<file path="src/rtl/btn_conditioner.sv">
`default_nettype none
// ============================================================================
// Module   : btn_conditioner
// Purpose  : Synchronizes, debounces and edge-detects the board push-buttons
//            and switches, with optional per-input auto-repeat on press.
//            Single clock domain (pixel clock).
// Ports    : clk      - pixel clock, the only clock
//            rst      - asynchronous active-high reset
//            btn_raw  - raw asynchronous pin levels, 1 = pressed
//            level    - debounced level
//            press    - 1-cycle pulse per accepted press and per repeat
//            rel      - 1-cycle pulse per accepted release ("release" is a
//                       reserved word, hence the short name)
// Revision : 1.0 - initial release
// ============================================================================
module btn_conditioner #(
  parameter int               N_BTN            = 9,
  parameter int               TICK_DIV         = 25000,
  parameter int               DEBOUNCE_MS      = 10,
  parameter int               REPEAT_DELAY_MS  = 400,
  parameter int               REPEAT_PERIOD_MS = 100,
  parameter logic [N_BTN-1:0] REPEAT_MASK      = N_BTN'(9'b0_0000_1111)
) (
  input  logic             clk,
  input  logic             rst,
  input  logic [N_BTN-1:0] btn_raw,
  output logic [N_BTN-1:0] level,
  output logic [N_BTN-1:0] press,
  output logic [N_BTN-1:0] rel
);

  localparam int TC_W   = (TICK_DIV > 1) ? $clog2(TICK_DIV) : 1;
  localparam int DC_W   = (DEBOUNCE_MS > 1) ? $clog2(DEBOUNCE_MS) : 1;
  localparam int RC_MAX = (REPEAT_DELAY_MS > REPEAT_PERIOD_MS) ? REPEAT_DELAY_MS
                                                               : REPEAT_PERIOD_MS;
  localparam int RC_W   = (RC_MAX > 1) ? $clog2(RC_MAX) : 1;

  localparam logic [TC_W-1:0] TC_LAST         = TC_W'(TICK_DIV - 1);
  localparam logic [DC_W-1:0] DC_LAST         = DC_W'(DEBOUNCE_MS - 1);
  localparam logic [RC_W-1:0] RC_DELAY_LAST   = RC_W'(REPEAT_DELAY_MS - 1);
  localparam logic [RC_W-1:0] RC_PERIOD_LAST  = RC_W'(REPEAT_PERIOD_MS - 1);

  typedef enum logic [1:0] {
    ST_IDLE   = 2'd0,
    ST_DELAY  = 2'd1,
    ST_REPEAT = 2'd2
  } rep_state_t;

  // --------------------------------------------------------------------------
  // Shared prescaler and two-flop synchronizer
  // --------------------------------------------------------------------------
  logic [TC_W-1:0]  tc_q, tc_d;
  logic             tick;
  logic [N_BTN-1:0] sync1_q, sync1_d;
  logic [N_BTN-1:0] sync2_q, sync2_d;

  always_comb begin
    tick    = (tc_q == TC_LAST);
    tc_d    = tick ? '0 : tc_q + TC_W'(1);
    sync1_d = btn_raw;
    sync2_d = sync1_q;
  end

  always_ff @(posedge clk or posedge rst) begin
    if (rst) begin
      tc_q    <= '0;
      sync1_q <= '0;
      sync2_q <= '0;
    end else begin
      tc_q    <= tc_d;
      sync1_q <= sync1_d;
      sync2_q <= sync2_d;
    end
  end

  // --------------------------------------------------------------------------
  // Per-input debounce, edge pulses and repeat FSM
  // --------------------------------------------------------------------------
  for (genvar i = 0; i < N_BTN; i++) begin : g_btn
    logic            level_q, level_d;
    logic            press_q, press_d;
    logic            rel_q,   rel_d;
    logic            accept;
    logic            rep_fire;
    logic [DC_W-1:0] dc_q, dc_d;
    logic [RC_W-1:0] rc_q, rc_d;
    rep_state_t      state_q, state_d;

    // Any cycle of agreement restarts the count, so only an unbroken run of
    // DEBOUNCE_MS disagreeing ticks can flip the level.
    always_comb begin : debounce
      level_d = level_q;
      dc_d    = dc_q;
      accept  = 1'b0;
      if (sync2_q[i] == level_q) begin
        dc_d = '0;
      end else if (tick) begin
        if (dc_q == DC_LAST) begin
          level_d = sync2_q[i];
          dc_d    = '0;
          accept  = 1'b1;
        end else begin
          dc_d = dc_q + DC_W'(1);
        end
      end
    end

    // An accepted change while active can only be a release; checking it
    // before the tick is what lets the release suppress a due repeat.
    always_comb begin : repeat_fsm
      state_d  = state_q;
      rc_d     = rc_q;
      rep_fire = 1'b0;
      if (REPEAT_MASK[i]) begin
        case (state_q)
          ST_IDLE: begin
            if (accept && level_d) begin
              state_d = ST_DELAY;
              rc_d    = '0;
            end
          end
          ST_DELAY: begin
            if (accept) begin
              state_d = ST_IDLE;
              rc_d    = '0;
            end else if (tick) begin
              if (rc_q == RC_DELAY_LAST) begin
                rep_fire = 1'b1;
                state_d  = ST_REPEAT;
                rc_d     = '0;
              end else begin
                rc_d = rc_q + RC_W'(1);
              end
            end
          end
          ST_REPEAT: begin
            if (accept) begin
              state_d = ST_IDLE;
              rc_d    = '0;
            end else if (tick) begin
              if (rc_q == RC_PERIOD_LAST) begin
                rep_fire = 1'b1;
                rc_d     = '0;
              end else begin
                rc_d = rc_q + RC_W'(1);
              end
            end
          end
          default: begin
            state_d = ST_IDLE;
            rc_d    = '0;
          end
        endcase
      end
    end

    always_comb begin : edges
      press_d = (accept & level_d) | rep_fire;
      rel_d   = accept & ~level_d;
    end

    always_ff @(posedge clk or posedge rst) begin
      if (rst) begin
        level_q <= 1'b0;
        press_q <= 1'b0;
        rel_q   <= 1'b0;
        dc_q    <= '0;
        rc_q    <= '0;
        state_q <= ST_IDLE;
      end else begin
        level_q <= level_d;
        press_q <= press_d;
        rel_q   <= rel_d;
        dc_q    <= dc_d;
        rc_q    <= rc_d;
        state_q <= state_d;
      end
    end

    assign level[i] = level_q;
    assign press[i] = press_q;
    assign rel[i]   = rel_q;
  end

endmodule
`default_nettype wire

</file>
<file path="config.mk">
export PLATFORM = sky130hd
export DESIGN_NAME = btn_conditioner
export DESIGN_NICKNAME = d
export VERILOG_FILES = /design/src/rtl/btn_conditioner.sv
export SDC_FILE = /design/constraint.sdc
export NUM_CORES = 1
export LEC_CHECK = 0
export ABC_AREA = 1
export BUFFER_PORTS_ARGS = -buffer_cell sky130_fd_sc_hd__buf_2
export CAP_MARGIN = 10
export CORE_AREA = 4 4 131 121
export DETAILED_ROUTE_END_ITERATION = 10
export DIE_AREA = 0 0 135 125
export PLACE_DENSITY = 0.77
export SYNTH_ARGS = -nofsm -noshare
export SYNTH_HDL_FRONTEND = slang
export SYNTH_SLANG_ARGS = --single-unit
</file>
<file path="constraint.sdc">
create_clock -name clk -period 5.4 [get_ports clk]
set_input_delay 0.81 -clock clk [delete_from_list [all_inputs] [get_ports clk]]
set_output_delay 0.81 -clock clk [all_outputs]
set_load 0.005 [all_outputs]
</file>
==> flow_summary.yaml, run 1 <==
setup_path:
  worst-endpoint-required_ns: 5.75
  critPathKind: "reg -> reg"
  crit_path_end_kind: "register"
  timing.critical_path.arrival_ns: 2.64
  critical_path_peak_fanout: 23
  worstSetupStartpointType: "register"
clock_network:
  worst_setup_hold_path_clk_slew_ns: 0.06
  tritoncts.num_buffers: 17
  cts_tree: "done"
  cts-htree-levels: 4
  cts_num_sinks: 140
  ctsResizeCount: 0
  clk-insertion-delay-late_ns: 0.43
  cts_root_buffer: "sky130_fd_sc_hd__clkbuf_16"
  post-cts-setup-buffer-count: 0
  postCtsHoldBufs: 0
  max-clock-path-buffers: 2
power:
  power_per_cell_area_mw_per_mm2: 228
  peak_ir_drop_on_the_vdd_network_mv: 0.259
  cellLeakagePower_nw: 5.21
  post-layout-total-power_mw: 2.17
detailed_routing:
  post-route-drc-count: 0
  routed_wire_length_per_instance_um: 12.8
  postRouteWirelength_mm: 18.6
  drtAntennaViolNets: 0
  detail_route.first_pass.iterations: 6
  via_per_inst: 5.26
  routed-via-count: 7665
  drt_iter0_drc: 487
timing:
  post-route-period-util: 0.425
  setup-violations-final: 0
  slew_headroom: 0.435
  clock-skew-final_ns: 0.00697
  number_of_max_slew_violations_in_the_final_report: 0
  hold_slack_ns: 0.346
  layout_min_cycle_time_ns: 2.29
  fin_setup_tns_ns: 0
  grt_setup_unrepaired: "no"
  finalHoldViolCount: 0
  timing.fmax_ghz: 0.436
  worst-slew-pin-transition_ns: 0.848
cells_and_area:
  num-nets-final: 1293
  layout-area-overhead-vs-synth_pct: 7.61
  antenna-diode-count: 0
  fill_cells: 1250
  seqCellArea_mm2: 0.00350
  proportion_of_layout_cells_with_a_drive_suffix_above_1: 0.0810
  final_design_area_no_fill_mm2: 0.00952
  multi_input_comb_area_mm2: 0.00431
synthesis:
  netlist_instances: 1239
  netlist.top_cell.by_area: "sky130_fd_sc_hd__dfrtp_1"
  syn_area_mm2: 0.00885
  synth_seq_cells: 140
  ys_types: 38
  synth.cells.most_frequent: "sky130_fd_sc_hd__nand2_1 (306), sky130_fd_sc_hd__inv_1 (181), sky130_fd_sc_hd__nand3_1 (168)"
  async_flop_share: 1.00
  yosysTopAreaCellShare: 0.396
  synth_edf_count: 0
  seq_area_frac_synth: 0.396
  ys_top_cells_by_area: "sky130_fd_sc_hd__dfrtp_1 (40%), sky130_fd_sc_hd__nand2_1 (13%), sky130_fd_sc_hd__nand3_1 (9.5%)"
  synth_nets: 1285
  synth_most_common_cell: "sky130_fd_sc_hd__nand2_1"
  ys.flop_type: "sky130_fd_sc_hd__dfrtp_1"
  yosysWarningCount: 0
  syn-mean-instance-area_um2: 7.14
global_routing:
  grt_usage: 0.230
  use_met1: 0.329
  met3_usage: 0.0494
  grt_pass1_vias: 7044
  global_route_wire_length_before_repair_mm: 32.2
  groute.layer.met2.usage: 0.352
  grt_overflow: 0
  number_of_antenna_violations_at_the_first_check_in_global_routing: 0
  grt_start_max_net_pins: 100
  grt_peak_use_layer: "met2"
floorplan:
  die_outline_area_mm2: 0.0169
  die_h_um: 125
  ios: 38
  initial_core_util: 0.612
  die_width_um: 135
  std_cell_rows: 42
  core-area_mm2: 0.0145
placement:
  io_buffer_count: 37
  place_hpwl_mm: 12.9
  total_cell_area_at_the_placement_stage_mm2: 0.00899
  gpl.final_weighted_congestion: 0.892
run_status:
  outcome: "finished, final reports clean"
job:
  drv.max_cap_violation_count: 0
hold_path:
  holdCritPathClass: "reg -> reg"
## cell families (layout without fill, tap and decap cells)
kind of cell	count (synthesis)	count (layout)	synth area share
AOI/OAI and AO/OA	80	80	0.0508
xor gates and xnor gates	16	16	0.0158
adders and majority gates	35	35	0.0495
buffers and inverters	243	263	0.117
DFF	140	140	0.396
muxes	2	2	0.00226
and+or+nand+nor	723	723	0.369
## worst paths after layout
check                                     start                    endpoint  slack [ns]  depth (start not counted)
setup / recovery              tc_q[0]$_DFF_PP0_  g_btn[0].level_q$_DFF_PP0_        3.11                         10
hold / removal             sync1_q[4]$_DFF_PP0_        sync2_q[4]$_DFF_PP0_        0.35                          0
setup reg to reg              tc_q[0]$_DFF_PP0_  g_btn[0].level_q$_DFF_PP0_        3.11                         10
hold reg to reg            sync1_q[4]$_DFF_PP0_        sync2_q[4]$_DFF_PP0_        0.35                          0
max in group asynchronous                   rst           tc_q[3]$_DFF_PP0_        3.74                          3
min in group asynchronous                   rst        sync1_q[4]$_DFF_PP0_        0.55                          2
## where the power goes
group / switching [mW] / total, mW / internal (mW)
Combinational: 0.0368 / 0.0465 / 0.00978
Sequential: 0.00541 / 1.06 / 1.06
Clock: 0.427 / 1.06 / 0.637
Total: 0.469 / 2.17 / 1.70
## metal layers
layer / vias up / part of all wire
li1: 3930 / -
met1: 3512 / 0.48
met2: 199 / 0.45
met3: 24 / 0.054
met4: 0 / 0.015
met5: - / 0
## worst max-delay path: stages (launching register included)
cell                       delay (ns)
sky130_fd_sc_hd__dfrtp_1         0.40
sky130_fd_sc_hd__ha_1            0.27
sky130_fd_sc_hd__nand2_1         0.11
sky130_fd_sc_hd__inv_1           0.05
sky130_fd_sc_hd__nand2_1         0.07
sky130_fd_sc_hd__nor2_2          0.07
sky130_fd_sc_hd__nand2_2         0.39
sky130_fd_sc_hd__clkinv_1        0.46
sky130_fd_sc_hd__nand2_1         0.24
sky130_fd_sc_hd__nor2_1          0.06
sky130_fd_sc_hd__a21oi_1         0.11
## sequential cells by signal (all words and copies together), names as in the netlist
name and flops:
g_btn.state_q 8, g_btn.rc_q 36, sync1_q 9, g_btn.dc_q 36, tc_q 15, g_btn.rel_q 9
g_btn.press_q 9, g_btn.level_q 9, sync2_q 9
## cell usage in the layout (no fill, tap or decap), drive strengths merged, types with 10 or more instances in the layout
master / n
nand4: 25
a21oi: 36
o21ai: 19
inv: 192
nand2: 314
xor2: 14
nor3: 32
nand3b: 11
o21bai: 13
nor2: 161
nand3: 168
buf: 38
clkbuf: 23
o22ai: 10
dfrtp: 140
ha: 35
## layout make-up
type,count,area share
multi-input combinational,856,0.453
timing repair buffer,38,0.0202
tap,198,0.0260
inverter,194,0.0777
sequential,140,0.368
clock inverter,8,0.00736
clock buffer,23,0.0481
## per-stage QoR
step            util  worst slack (ns)  cells
6_report       0.659              3.11   1457
5_1_grt        0.659              2.92   1457
3_5_place_dp   0.622              3.13   1426
3_3_place_gp   0.622              3.20   1426
4_1_cts        0.659              3.10   1457
2_1_floorplan      -             0.837   1239
Power figures use the tool's default switching activity.
==> run 2, diff against run 1 <==
==> constraint.sdc (replaced) <==
create_clock -name clk -period 2.35 [get_ports clk]
set_input_delay 0.3525 -clock clk [delete_from_list [all_inputs] [get_ports clk]]
set_output_delay 0.3525 -clock clk [all_outputs]
set_load 0.005 [all_outputs]
==> flow_summary.yaml, run 2 (same netlist as run 1, synthesis figures left out) <==
run_status:
  outcome: "finished, final reports clean"
placement:
  place_hpwl_mm: 13.5
  gpl.final_weighted_congestion: 0.947
  io_buffer_count: 37
power:
  power_switching_share: 0.199
  power_frac_clock: 0.536
  post-layout-total-power_mw: 5.52
  internal-power_mw: 4.42
  p_switching_mw: 1.10
  cellLeakagePower_nw: 5.35
  power_per_cell_area_mw_per_mm2: 564
  comb_power_share: 0.022
  peak_ir_drop_on_the_vdd_network_mv: 0.540
  p_seq_frac: 0.442
setup_path:
  worst-endpoint-required_ns: 2.66
  worst_r2r_startpoint: "tc_q[0]$_DFF_PP0_"
  timing.critical_path.arrival_ns: 2.44
  timing.critical_path.slowest_stage_cell: "sky130_fd_sc_hd__dfrtp_1"
  crit_path_end_kind: "register"
  critPathMaxStageDelay_ns: 0.38
  critical_path_peak_fanout: 12
  reg2reg_to: "g_btn[2].rc_q[2]$_DFFE_PP0P_"
  path_cells: "ha_2 -> nand3_1 -> nor2_4 -> nand2_4 -> clkinv_2 -> nor2_1 -> inv_2 -> nand2_2 -> nor2_8 -> inv_2 -> nand2_1 -> nand2_1"
  r2r.worst_path.cells: 12
  rrSetupSlack_ns: 0.22
  critPathKind: "reg -> reg"
  worstSetupStartpointType: "register"
cells_and_area:
  antenna-diode-count: 0
  largest_registers: "g_btn.dc_q: 36 flops, g_btn.rc_q: 36 flops, tc_q: 15 flops"
  multi_input_comb_area_mm2: 0.00431
  proportion_of_layout_cells_with_a_drive_suffix_above_1: 0.0944
  layout-area-overhead-vs-synth_pct: 10.6
  finalCoreUtilization: 0.677
  layout_common_cells: "sky130_fd_sc_hd__nand2_1 (306), sky130_fd_sc_hd__inv_1 (180), sky130_fd_sc_hd__nand3_1 (168)"
  fill_cells: 1185
  mostFrequentLayoutCell: "sky130_fd_sc_hd__nand2_1"
  num-nets-final: 1304
  seqCellArea_mm2: 0.00350
clock_network:
  tritoncts.num_buffers: 17
  cts-htree-levels: 4
  max-clock-path-buffers: 2
  clk-insertion-delay-late_ns: 0.42
  cts_tree: "done"
  postCtsHoldBufs: 0
  worst_setup_hold_path_clk_slew_ns: 0.06
  cts_root_buffer: "sky130_fd_sc_hd__clkbuf_16"
  ctsResizeCount: 0
  post-cts-setup-buffer-count: 0
  cts_num_sinks: 140
global_routing:
  grt_start_max_net_pins: 37
  grt_pass1_vias: 7352
  global_route_wire_length_before_repair_mm: 33.3
  grt_usage: 0.236
  number_of_antenna_violations_at_the_first_check_in_global_routing: 0
  grt_overflow: 0
timing:
  fin_setup_tns_ns: 0
  setup-violations-final: 0
  grt_setup_unrepaired: "no"
  timing.fmax_ghz: 0.469
  worst-slew-pin-transition_ns: 0.709
  post-route-period-util: 0.908
  number_of_max_slew_violations_in_the_final_report: 0
  slew_headroom: 0.527
  clock-skew-final_ns: 0.00837
  finalHoldViolCount: 0
  layout_min_cycle_time_ns: 2.13
floorplan:
  core-area_mm2: 0.0145
  die_outline_area_mm2: 0.0169
  die_h_um: 125
  initial_core_util: 0.612
  ios: 38
  die_width_um: 135
  std_cell_rows: 42
detailed_routing:
  drtAntennaViolNets: 0
  via_per_inst: 5.32
  post-route-drc-count: 0
  routed-via-count: 7821
  postRouteWirelength_mm: 19.1
  drt_iter0_drc: 567
  detail_route.first_pass.iterations: 5
  routed_wire_length_per_instance_um: 13.0
hold_path:
  timing.hold.worst.start: "btn_raw[4]"
  hold_depth: 1
  holdCritPathClass: "in -> reg"
  whs_endpoint: "sync1_q[4]$_DFF_PP0_"
job:
  drv.max_cap_violation_count: 0
[run 2: layout make-up]
type,count,share of cell area
clock inverters,12,0.0196
inverters,194,0.0754
repair buffers,49,0.0332
flip-flops and latches,140,0.358
clock buffers,20,0.0477
multi-input cells,856,0.441
well taps,198,0.0253
[run 2: how the worst max path moves through the flow]
stage | from | to | cells after the start
after floorplan | rst | g_btn[0].dc_q[0]$_DFFE_PP0P_ | 1
after global placement | tc_q[0]$_DFF_PP0_ | g_btn[2].rc_q[4]$_DFFE_PP0P_ | 12
after detailed placement | tc_q[0]$_DFF_PP0_ | g_btn[2].rc_q[5]$_DFFE_PP0P_ | 12
after CTS | tc_q[0]$_DFF_PP0_ | g_btn[2].rc_q[2]$_DFFE_PP0P_ | 12
after global routing | tc_q[0]$_DFF_PP0_ | g_btn[2].rc_q[2]$_DFFE_PP0P_ | 12
final | tc_q[0]$_DFF_PP0_ | g_btn[2].rc_q[2]$_DFFE_PP0P_ | 12
[run 2: stage by stage]
| stage | instances | hold WS [ns] | setup WS, ns | instance area [um2] |
|---|---|---|---|---|
| final | 1469 | 0.0318 | 0.217 | 9790 |
| after global routing | 1469 | 0.0221 | 0.0360 | 9790 |
| after CTS | 1469 | 0.0211 | 0.174 | 9780 |
| after detailed placement | 1437 | 0.336 | 0.207 | 9130 |
| after global placement | 1437 | 0.331 | 0.318 | 9130 |
| after floorplan | 1239 | 0.331 | 0.248 | 8850 |
[run 2: critical path, delay by kind of cell (launching register included)]
family | cells | cell delay (ns)
and+or+nand+nor | 8 | 1.03
buffers and inverters | 3 | 0.34
adders and majority gates | 1 | 0.25
DFF | 1 | 0.38
[run 2: power by group through the flow]
stage | Clock, mW | Sequential (mW) | Combinational (mW)
after floorplan | 0 | 2.48 | 0.0771
after global placement | 0 | 2.48 | 0.125
after detailed placement | 0 | 2.48 | 0.126
after CTS | 3.00 | 2.44 | 0.126
after global routing | 3.12 | 2.44 | 0.144
final | 2.96 | 2.44 | 0.122
[run 2: metal layers]
layer | vias up | routed length [um] | track usage
li1 | 3963 | - | -
met1 | 3602 | 8920 | 0.330
met2 | 230 | 9010 | 0.378
met3 | 26 | 895 | 0.0450
met4 | 0 | 284 | 0.0658
met5 | - | 0 | 0
